File: src/rtl/ex_stage_pkg.sv
// Shared definitions for the RV32I execute stage: ALU op classes, ALU
// functions, funct3/funct7 codes and the multiply FSM state type.
package ex_stage_pkg;

  localparam int XLEN_DEF       = 32;
  localparam int REG_ADDR_W_DEF = 5;

  typedef enum logic [1:0] {
    ALU_OP_ADD   = 2'b00,
    ALU_OP_SUB   = 2'b01,
    ALU_OP_FUNCT = 2'b10,
    ALU_OP_PASSB = 2'b11
  } alu_op_e;

  typedef enum logic [3:0] {
    FN_ADD, FN_SUB, FN_SLL, FN_SLT, FN_SLTU,
    FN_XOR, FN_SRL, FN_SRA, FN_OR, FN_AND, FN_PASSB
  } alu_fn_e;

  localparam logic [2:0] F3_BEQ  = 3'b000;
  localparam logic [2:0] F3_BNE  = 3'b001;
  localparam logic [2:0] F3_BLT  = 3'b100;
  localparam logic [2:0] F3_BGE  = 3'b101;
  localparam logic [2:0] F3_BLTU = 3'b110;
  localparam logic [2:0] F3_BGEU = 3'b111;

  localparam logic [2:0] F3_MUL    = 3'b000;
  localparam logic [2:0] F3_MULH   = 3'b001;
  localparam logic [2:0] F3_MULHSU = 3'b010;
  localparam logic [2:0] F3_MULHU  = 3'b011;

  localparam logic [6:0] F7_BASE   = 7'b0000000;
  localparam logic [6:0] F7_ALT    = 7'b0100000;
  localparam logic [6:0] F7_MULDIV = 7'b0000001;

  typedef enum logic [1:0] {
    MUL_IDLE = 2'b00,
    MUL_BUSY = 2'b01,
    MUL_DONE = 2'b10
  } mul_state_e;

  // f7_alt is funct7[5]; op5 is opcode[5] (set for R-type, clear for OP-IMM)
  function automatic alu_fn_e alu_decode(input logic [1:0] alu_op,
                                         input logic [2:0] funct3,
                                         input logic       f7_alt,
                                         input logic       op5);
    alu_fn_e fn;
    fn = FN_ADD;
    case (alu_op)
      ALU_OP_ADD:   fn = FN_ADD;
      ALU_OP_SUB:   fn = FN_SUB;
      ALU_OP_PASSB: fn = FN_PASSB;
      default: begin
        case (funct3)
          3'b000:  fn = (op5 && f7_alt) ? FN_SUB : FN_ADD;
          3'b001:  fn = FN_SLL;
          3'b010:  fn = FN_SLT;
          3'b011:  fn = FN_SLTU;
          3'b100:  fn = FN_XOR;
          3'b101:  fn = f7_alt ? FN_SRA : FN_SRL;
          3'b110:  fn = FN_OR;
          default: fn = FN_AND;
        endcase
      end
    endcase
    return fn;
  endfunction

endpackage

File: src/rtl/ex_stage_alu.sv
// Combinational ALU for the execute stage; all arithmetic wraps modulo 2^XLEN.
module ex_alu
  import ex_stage_pkg::*;
#(
  parameter int XLEN = 32
) (
  input  alu_fn_e         fn,
  input  logic [XLEN-1:0] a,
  input  logic [XLEN-1:0] b,
  output logic [XLEN-1:0] result
);

  localparam int SHW = $clog2(XLEN);

  logic [SHW-1:0] shamt;
  assign shamt = b[SHW-1:0];

  // Function select; shifts use only the low bits of operand B.
  always_comb begin
    result = '0;
    case (fn)
      FN_ADD:   result = a + b;
      FN_SUB:   result = a - b;
      FN_SLL:   result = a << shamt;
      FN_SLT:   result = {{(XLEN-1){1'b0}}, ($signed(a) < $signed(b))};
      FN_SLTU:  result = {{(XLEN-1){1'b0}}, (a < b)};
      FN_XOR:   result = a ^ b;
      FN_SRL:   result = a >> shamt;
      FN_SRA:   result = $signed(a) >>> shamt;
      FN_OR:    result = a | b;
      FN_AND:   result = a & b;
      FN_PASSB: result = b;
      default:  result = '0;
    endcase
  end

endmodule

File: src/rtl/ex_stage.sv
// Execute stage: operand forwarding, ALU, branch resolution and the EX/MEM
// pipeline register. Optional RV32M multiply enabled by macro RV32M_MUL_EN.
//
// Multiply FSM (RV32M_MUL_EN builds only):
//   state    | meaning
//   MUL_IDLE | normal ALU flow; a multiply here latches operands and stalls
//   MUL_BUSY | one shift-add step per cycle, down-counter from XLEN-1 to 0
//   MUL_DONE | sign-fix product, EX/MEM captures the selected word
module ex_stage
  import ex_stage_pkg::*;
#(
  parameter int XLEN       = 32,
  parameter int REG_ADDR_W = 5
) (
  input  logic                  i_clk,
  input  logic                  i_reset,
  input  logic [XLEN-1:0]       i_pc,
  input  logic [31:0]           i_instruction,
  input  logic [XLEN-1:0]       i_read_data1,
  input  logic [XLEN-1:0]       i_read_data2,
  input  logic [XLEN-1:0]       i_imm,
  input  logic [REG_ADDR_W-1:0] i_rs1,
  input  logic [REG_ADDR_W-1:0] i_rs2,
  input  logic [REG_ADDR_W-1:0] i_rd,
  input  logic                  i_reg_write,
  input  logic                  i_alu_src,
  input  logic                  i_mem_read,
  input  logic                  i_mem_write,
  input  logic                  i_mem_to_reg,
  input  logic                  i_branch,
  input  logic [1:0]            i_alu_op,
  input  logic [REG_ADDR_W-1:0] i_wb_rd,
  input  logic                  i_wb_reg_write,
  input  logic [XLEN-1:0]       i_wb_data,
  output logic [XLEN-1:0]       o_alu_result,
  output logic [XLEN-1:0]       o_write_data,
  output logic [REG_ADDR_W-1:0] o_rd,
  output logic                  o_reg_write,
  output logic                  o_mem_read,
  output logic                  o_mem_write,
  output logic                  o_mem_to_reg,
  output logic                  o_branch_taken,
  output logic [XLEN-1:0]       o_branch_target,
  output logic                  o_stall
);

  logic [2:0]      funct3;
  logic            op5;
  logic [XLEN-1:0] fwd_a, fwd_b, op_b, alu_result, ex_result;
  alu_fn_e         alu_fn;
  logic            cond_met, mul_active, stall;
  logic            unused_instr;

  assign funct3       = i_instruction[14:12];
  assign op5          = i_instruction[5];
  assign unused_instr = ^{i_instruction[24:15], i_instruction[11:6], i_instruction[4:0]};

  // Operand A forwarding: MEM beats WB, x0 never forwarded.
  always_comb begin
    fwd_a = i_read_data1;
    if (o_reg_write && o_rd != '0 && o_rd == i_rs1)
      fwd_a = o_alu_result;
    else if (i_wb_reg_write && i_wb_rd != '0 && i_wb_rd == i_rs1)
      fwd_a = i_wb_data;
  end

  // Operand B forwarding, same priority as A.
  always_comb begin
    fwd_b = i_read_data2;
    if (o_reg_write && o_rd != '0 && o_rd == i_rs2)
      fwd_b = o_alu_result;
    else if (i_wb_reg_write && i_wb_rd != '0 && i_wb_rd == i_rs2)
      fwd_b = i_wb_data;
  end

  assign op_b   = i_alu_src ? i_imm : fwd_b;
  assign alu_fn = alu_decode(i_alu_op, funct3, i_instruction[30], op5);

  ex_alu #(.XLEN(XLEN)) u_alu (
    .fn     (alu_fn),
    .a      (fwd_a),
    .b      (op_b),
    .result (alu_result)
  );

  // Branch condition on the forwarded register operands.
  always_comb begin
    cond_met = 1'b0;
    case (funct3)
      F3_BEQ:  cond_met = (fwd_a == fwd_b);
      F3_BNE:  cond_met = (fwd_a != fwd_b);
      F3_BLT:  cond_met = ($signed(fwd_a) < $signed(fwd_b));
      F3_BGE:  cond_met = ($signed(fwd_a) >= $signed(fwd_b));
      F3_BLTU: cond_met = (fwd_a < fwd_b);
      F3_BGEU: cond_met = (fwd_a >= fwd_b);
      default: cond_met = 1'b0;
    endcase
  end

  assign o_branch_taken  = i_branch && cond_met && !mul_active;
  assign o_branch_target = i_pc + i_imm;
  assign o_stall         = stall;

`ifdef RV32M_MUL_EN
  localparam int CNT_W = $clog2(XLEN);

  mul_state_e        state_q, state_d;
  logic              is_mul, a_signed, b_signed, a_neg, b_neg;
  logic [XLEN-1:0]   mcand_q, hi_q, lo_q;
  logic [CNT_W-1:0]  cnt_q;
  logic              neg_q, high_q;
  logic [XLEN:0]     psum;
  logic [2*XLEN-1:0] raw, product;

  // Qualified by the R-type op class so stores/branches whose immediate
  // bits alias funct7=0000001 are not mistaken for multiplies.
  assign is_mul   = (i_alu_op == ALU_OP_FUNCT) && op5 &&
                    (i_instruction[31:25] == F7_MULDIV) && !funct3[2];
  assign a_signed = (funct3 != F3_MULHU);
  assign b_signed = (funct3 == F3_MUL) || (funct3 == F3_MULH);
  assign a_neg    = a_signed && fwd_a[XLEN-1];
  assign b_neg    = b_signed && fwd_b[XLEN-1];

  assign psum    = {1'b0, hi_q} + (lo_q[0] ? {1'b0, mcand_q} : '0);
  assign raw     = {hi_q, lo_q};
  assign product = neg_q ? -raw : raw;

  // FSM state register.
  always_ff @(posedge i_clk) begin
    if (i_reset) state_q <= MUL_IDLE;
    else         state_q <= state_d;
  end

  // FSM next state, stall and branch suppression.
  always_comb begin
    state_d    = state_q;
    stall      = 1'b0;
    mul_active = 1'b0;
    case (state_q)
      MUL_IDLE: begin
        if (is_mul) begin
          stall      = 1'b1;
          mul_active = 1'b1;
          state_d    = MUL_BUSY;
        end
      end
      MUL_BUSY: begin
        stall      = 1'b1;
        mul_active = 1'b1;
        if (cnt_q == '0) state_d = MUL_DONE;
      end
      MUL_DONE: begin
        mul_active = 1'b1;
        state_d    = MUL_IDLE;
      end
      default: state_d = MUL_IDLE;
    endcase
  end

  // Shift-add datapath: lo_q starts as the multiplier magnitude and is
  // shifted out as product bits shift in from the accumulator.
  always_ff @(posedge i_clk) begin
    if (i_reset) begin
      mcand_q <= '0;
      hi_q    <= '0;
      lo_q    <= '0;
      cnt_q   <= '0;
      neg_q   <= 1'b0;
      high_q  <= 1'b0;
    end else if (state_q == MUL_IDLE && is_mul) begin
      mcand_q <= a_neg ? -fwd_a : fwd_a;
      lo_q    <= b_neg ? -fwd_b : fwd_b;
      hi_q    <= '0;
      cnt_q   <= CNT_W'(XLEN - 1);
      neg_q   <= a_neg ^ b_neg;
      high_q  <= (funct3 != F3_MUL);
    end else if (state_q == MUL_BUSY) begin
      hi_q  <= psum[XLEN:1];
      lo_q  <= {psum[0], lo_q[XLEN-1:1]};
      cnt_q <= cnt_q - 1'b1;
    end
  end

  assign ex_result = (state_q == MUL_DONE) ?
                     (high_q ? product[2*XLEN-1:XLEN] : product[XLEN-1:0]) :
                     alu_result;
`else
  logic unused_funct7;

  assign unused_funct7 = ^{i_instruction[31], i_instruction[29:25]};
  assign stall         = 1'b0;
  assign mul_active    = 1'b0;
  assign ex_result     = alu_result;
`endif

  // EX/MEM pipeline register; a stalled cycle inserts an all-zero bubble.
  always_ff @(posedge i_clk) begin
    if (i_reset || stall) begin
      o_alu_result <= '0;
      o_write_data <= '0;
      o_rd         <= '0;
      o_reg_write  <= 1'b0;
      o_mem_read   <= 1'b0;
      o_mem_write  <= 1'b0;
      o_mem_to_reg <= 1'b0;
    end else begin
      o_alu_result <= ex_result;
      o_write_data <= fwd_b;
      o_rd         <= i_rd;
      o_reg_write  <= i_reg_write;
      o_mem_read   <= i_mem_read;
      o_mem_write  <= i_mem_write;
      o_mem_to_reg <= i_mem_to_reg;
    end
  end

endmodule

File: config.mk
export PLATFORM = sky130hd
export DESIGN_NAME = ex_stage
export DESIGN_NICKNAME = d
export VERILOG_FILES = /design/src/rtl/ex_stage_pkg.sv /design/src/rtl/ex_stage_alu.sv /design/src/rtl/ex_stage.sv
export SDC_FILE = /design/constraint.sdc
export NUM_CORES = 1
export LEC_CHECK = 0
export CAP_MARGIN = 5
export CELL_PAD_IN_SITES_DETAIL_PLACEMENT = 1
export CELL_PAD_IN_SITES_GLOBAL_PLACEMENT = 1
export CORE_ASPECT_RATIO = 1.2
export CORE_MARGIN = 2
export CORE_UTILIZATION = 30
export CTS_CLUSTER_SIZE = 10
export DETAILED_ROUTE_END_ITERATION = 10
export GPL_TIMING_DRIVEN = 0
export PLACE_DENSITY = 0.66
export SLEW_MARGIN = 20
export SYNTH_ARGS = -nofsm -noshare
export SYNTH_HDL_FRONTEND = slang
export SYNTH_SLANG_ARGS = --single-unit
File: constraint.sdc
create_clock -name i_clk -period 14.8 [get_ports i_clk]
set_input_delay 2.22 -clock i_clk [delete_from_list [all_inputs] [get_ports i_clk]]
set_output_delay 2.22 -clock i_clk [all_outputs]
set_load 0.03 [all_outputs]
==> impl_metrics.tcl <==
set metrics [dict create \
    layout_setup_ws_ns 3.00 \
    syn-num-nets 2739 \
    crit_path_end "o_branch_taken" \
    grt_pass1_vias 22340 \
    yosysWarnings 0 \
    synth_edf_count 0 \
    p_int_uw 708 \
    clock_skew_ns 0.00525 \
    reg2reg_slack_ns 6.94 \
    htreeDepth 3 \
    clockPowerShare 0.146 \
    hold_class "register to register" \
    crit_family "compound AO/OA/AOI/OAI gates" \
    synthCells 2346 \
    crit_cells 22 \
    firstDrtPassIters 5 \
    drive_above_1_share 0.0776 \
    drt-initial-drc-count 2639 \
    viasPerCell 6.66 \
    die_x_um 214 \
    hold_viol 0 \
    fin_util 0.392 \
    start_kind "input pin" \
    final_area_mm2 0.0206 \
    crit_path_frequent_cell "a21o_1" \
    ys_top_cells_by_area "ha_1 13%, dfxtp_1 9.2%, o21ai_0 6.0%, nand3_1 5.7%, nand2_1 4.7%" \
    cp_num_buf_inv 6 \
    power_switching_uw 879 \
    initial_utilization 0.303 \
    die_h_um 256 \
    cts-root-buf "clkbuf_16" \
    ys_seq_area_frac 0.0918 \
    worst_setup_path_end_kind "output pin" \
    grt_max_degree 14 \
    cts_tree "done" \
    ys_types 103 \
    setup_tns_ns 0 \
    critPathSlowestCell "a211oi_1" \
    cts.clk_slew.worst_paths_ns 0.06 \
    p_leak_nw 7.96 \
    yosys.area.top_type "ha_1" \
    ctsResizeCount 0 \
    syn_area_per_cell_um2 6.78 \
    criticalPathCategory "input pin to output pin" \
    p_per_area_mw_per_mm2 77.1 \
    synth_ff_type "dfxtp_1" \
    dpl-instance-area_mm2 0.0202 \
    combinationalPowerShare 0.700 \
    rows 92 \
    multi_input_area_mm2 0.0134 \
    clock_latency_ns 0.36 \
    synth.most_common_cell "nand2_1" \
    syn_area_mm2 0.0159 \
    place_hpwl_mm 103 \
    r2r-start "o_rd[1]$_SDFF_PP0_" \
    worst_slew_pin_slew_ns 1.29 \
    drc 0 \
    layout_min_cycle_time_ns 11.80 \
    timing.critical_path.cells "clkdlybuf4s50_1 > xor2_1 > or4b_1 > clkbuf_1 > nor2_1 > buf_2 > buf_4 > mux2i_1 > o21ai_0 > inv_1 > ha_1 > a21o_1 > a21o_1 > a21o_1 > a21o_1 > a211oi_1 > o22ai_1 > a211oi_1 > nor3_1 > o31ai_1 > and3_1 > clkdlybuf4s50_1" \
    rr_worst_depth 22 \
    ir_drop_mv 0.0421 \
    reg_top3 "o_alu_result: 32 flops, o_write_data: 32 flops, o_rd: 5 flops" \
    gr-total-overflow 0 \
    drv_cap 0 \
    area_delta_synth_final_pct 29.2 \
    post-place-ws_ns 3.28 \
    synth_top_area_frac 0.131 \
    numCtsBuffers 9 \
    synth_seq_cells 73 \
    required_ns 12.58 \
    globalplace.congestion 1.04 \
    wl_per_cell_um 36.7 \
    hold_path.startpoint "o_alu_result[20]$_SDFF_PP0_" \
    seqPwrFrac 0.154 \
    ios 330 \
    regArea_mm2 0.00146 \
    cts_hold_buf 0 \
    cpPeakStageDelay_ns 1.05 \
    via_count 22567 \
    cts_max_path_buffers 2 \
    slew_viol_final 0 \
    total_power_mw 1.59 \
    postRouteAntennaNets 0 \
    finalCritPeriodShare 0.797 \
    r2r-end "o_alu_result[17]$_SDFF_PP0_" \
    fin_nets 3067 \
    core-area_mm2 0.0525 \
    synthTopCellsByCount "199 x nand2_1, 190 x o21ai_0, 181 x nand3_1" \
    grt_use_total 0.435 \
    io_buffers 296 \
    switching_share 0.554 \
    die_area_mm2 0.0549 \
    status "complete, no violations" \
    crit_start "i_rs2[2]" \
    final-setup-viol-count 0 \
    cts_setup_buffers 0 \
    cp.arrival_ns 9.58 \
    maxClockFrequency_mhz 84.7 \
    worst-path-max-fanout 10 \
    rsz0062_at_grt "no" \
    cts.sinks 73 \
    fillers 6693 \
    antenna_found_initial 11 \
    drt-total-wl_mm 124 \
    async_flop_share 0 \
    slew_headroom 0.138 \
    grt_pass1_wl_mm 172 \
]
==> final cells by class <==
type                       instances  share of cell area
buffer                           167              0.0385
timing repair buffer             317               0.155
antenna                            4            0.000487
sequential                        73              0.0711
clock inverter                     6             0.00316
clock buffer                      10              0.0116
tap                              705              0.0429
multi-input combinational       1969               0.653
inverter                         137              0.0250
==> tightest hold or removal path: stages, from the launching register on <==
cell and delay (ns):
dfxtp_1 0.37, mux2i_1 0.23, nor2_1 0.14
==> placed cells by master (no fill, tap or decap), drive strengths merged, types with 31 or more instances in the layout <==
cell type      instances
a21o                  40
nand3                185
o221ai                31
a21oi                144
nor2                 172
ha                   167
inv                  138
o211ai                52
dfxtp                 73
clkbuf               106
buf                   91
a31oi                 73
a211oi                32
nand2                200
nor3                  81
o21ai                224
xnor2                 43
clkdlybuf4s50        296
mux2i                 48
==> routing by layer <==
| metal | global-route usage | vias to the layer above | wire length [um] |
|---|---|---|---|
| li1 | - | 9515 | - |
| met1 | 0.511 | 11106 | 46400 |
| met2 | 0.691 | 1473 | 54700 |
| met3 | 0.104 | 467 | 12100 |
| met4 | 0.315 | 6 | 11100 |
| met5 | 0.00175 | - | 37 |
==> power groups by stage <==
stage | clock, mW | sequential [mW] | combinational [mW]
2_1_floorplan | 0 | 0.271 | 0.539
3_3_place_gp | 0 | 0.246 | 1.04
3_5_place_dp | 0 | 0.247 | 1.06
4_1_cts | 0.230 | 0.242 | 1.07
5_1_grt | 0.240 | 0.244 | 1.14
6_report | 0.232 | 0.244 | 1.11
==> worst min path at each step <==
stage,endpoint,slack [ns],depth (start not counted)
after floorplan,o_write_data[27]$_SDFF_PP0_,0.71,4
after global placement,o_write_data[20]$_SDFF_PP0_,0.73,2
after detailed placement,o_write_data[29]$_SDFF_PP0_,0.76,3
after CTS,o_write_data[29]$_SDFF_PP0_,0.77,3
after global routing,o_write_data[18]$_SDFF_PP0_,0.80,3
final,o_write_data[20]$_SDFF_PP0_,0.78,2
==> metrics by stage <==
step	std cells	hold slack, ns
floorplan	2346	0.711
global placement	3347	0.730
detailed placement	3368	0.761
CTS	3384	0.770
global route	3386	0.804
finish	3388	0.778
==> cells by family (layout without fill, tap and decap cells) <==
family | count (synthesis) | count (layout) | share of synthesized area
AOI/OAI and AO/OA | 864 | 864 | 0.368
and+or+nand+nor | 814 | 814 | 0.249
buffers and inverters | 304 | 637 | 0.0819
adders and majority gates | 170 | 170 | 0.135
DFF | 73 | 73 | 0.0918
muxes | 61 | 61 | 0.0422
xor gates and xnor gates | 59 | 59 | 0.0325
other | 1 | 5 | 0.000236
No activity file was read; power rests on OpenSTA's default activity.
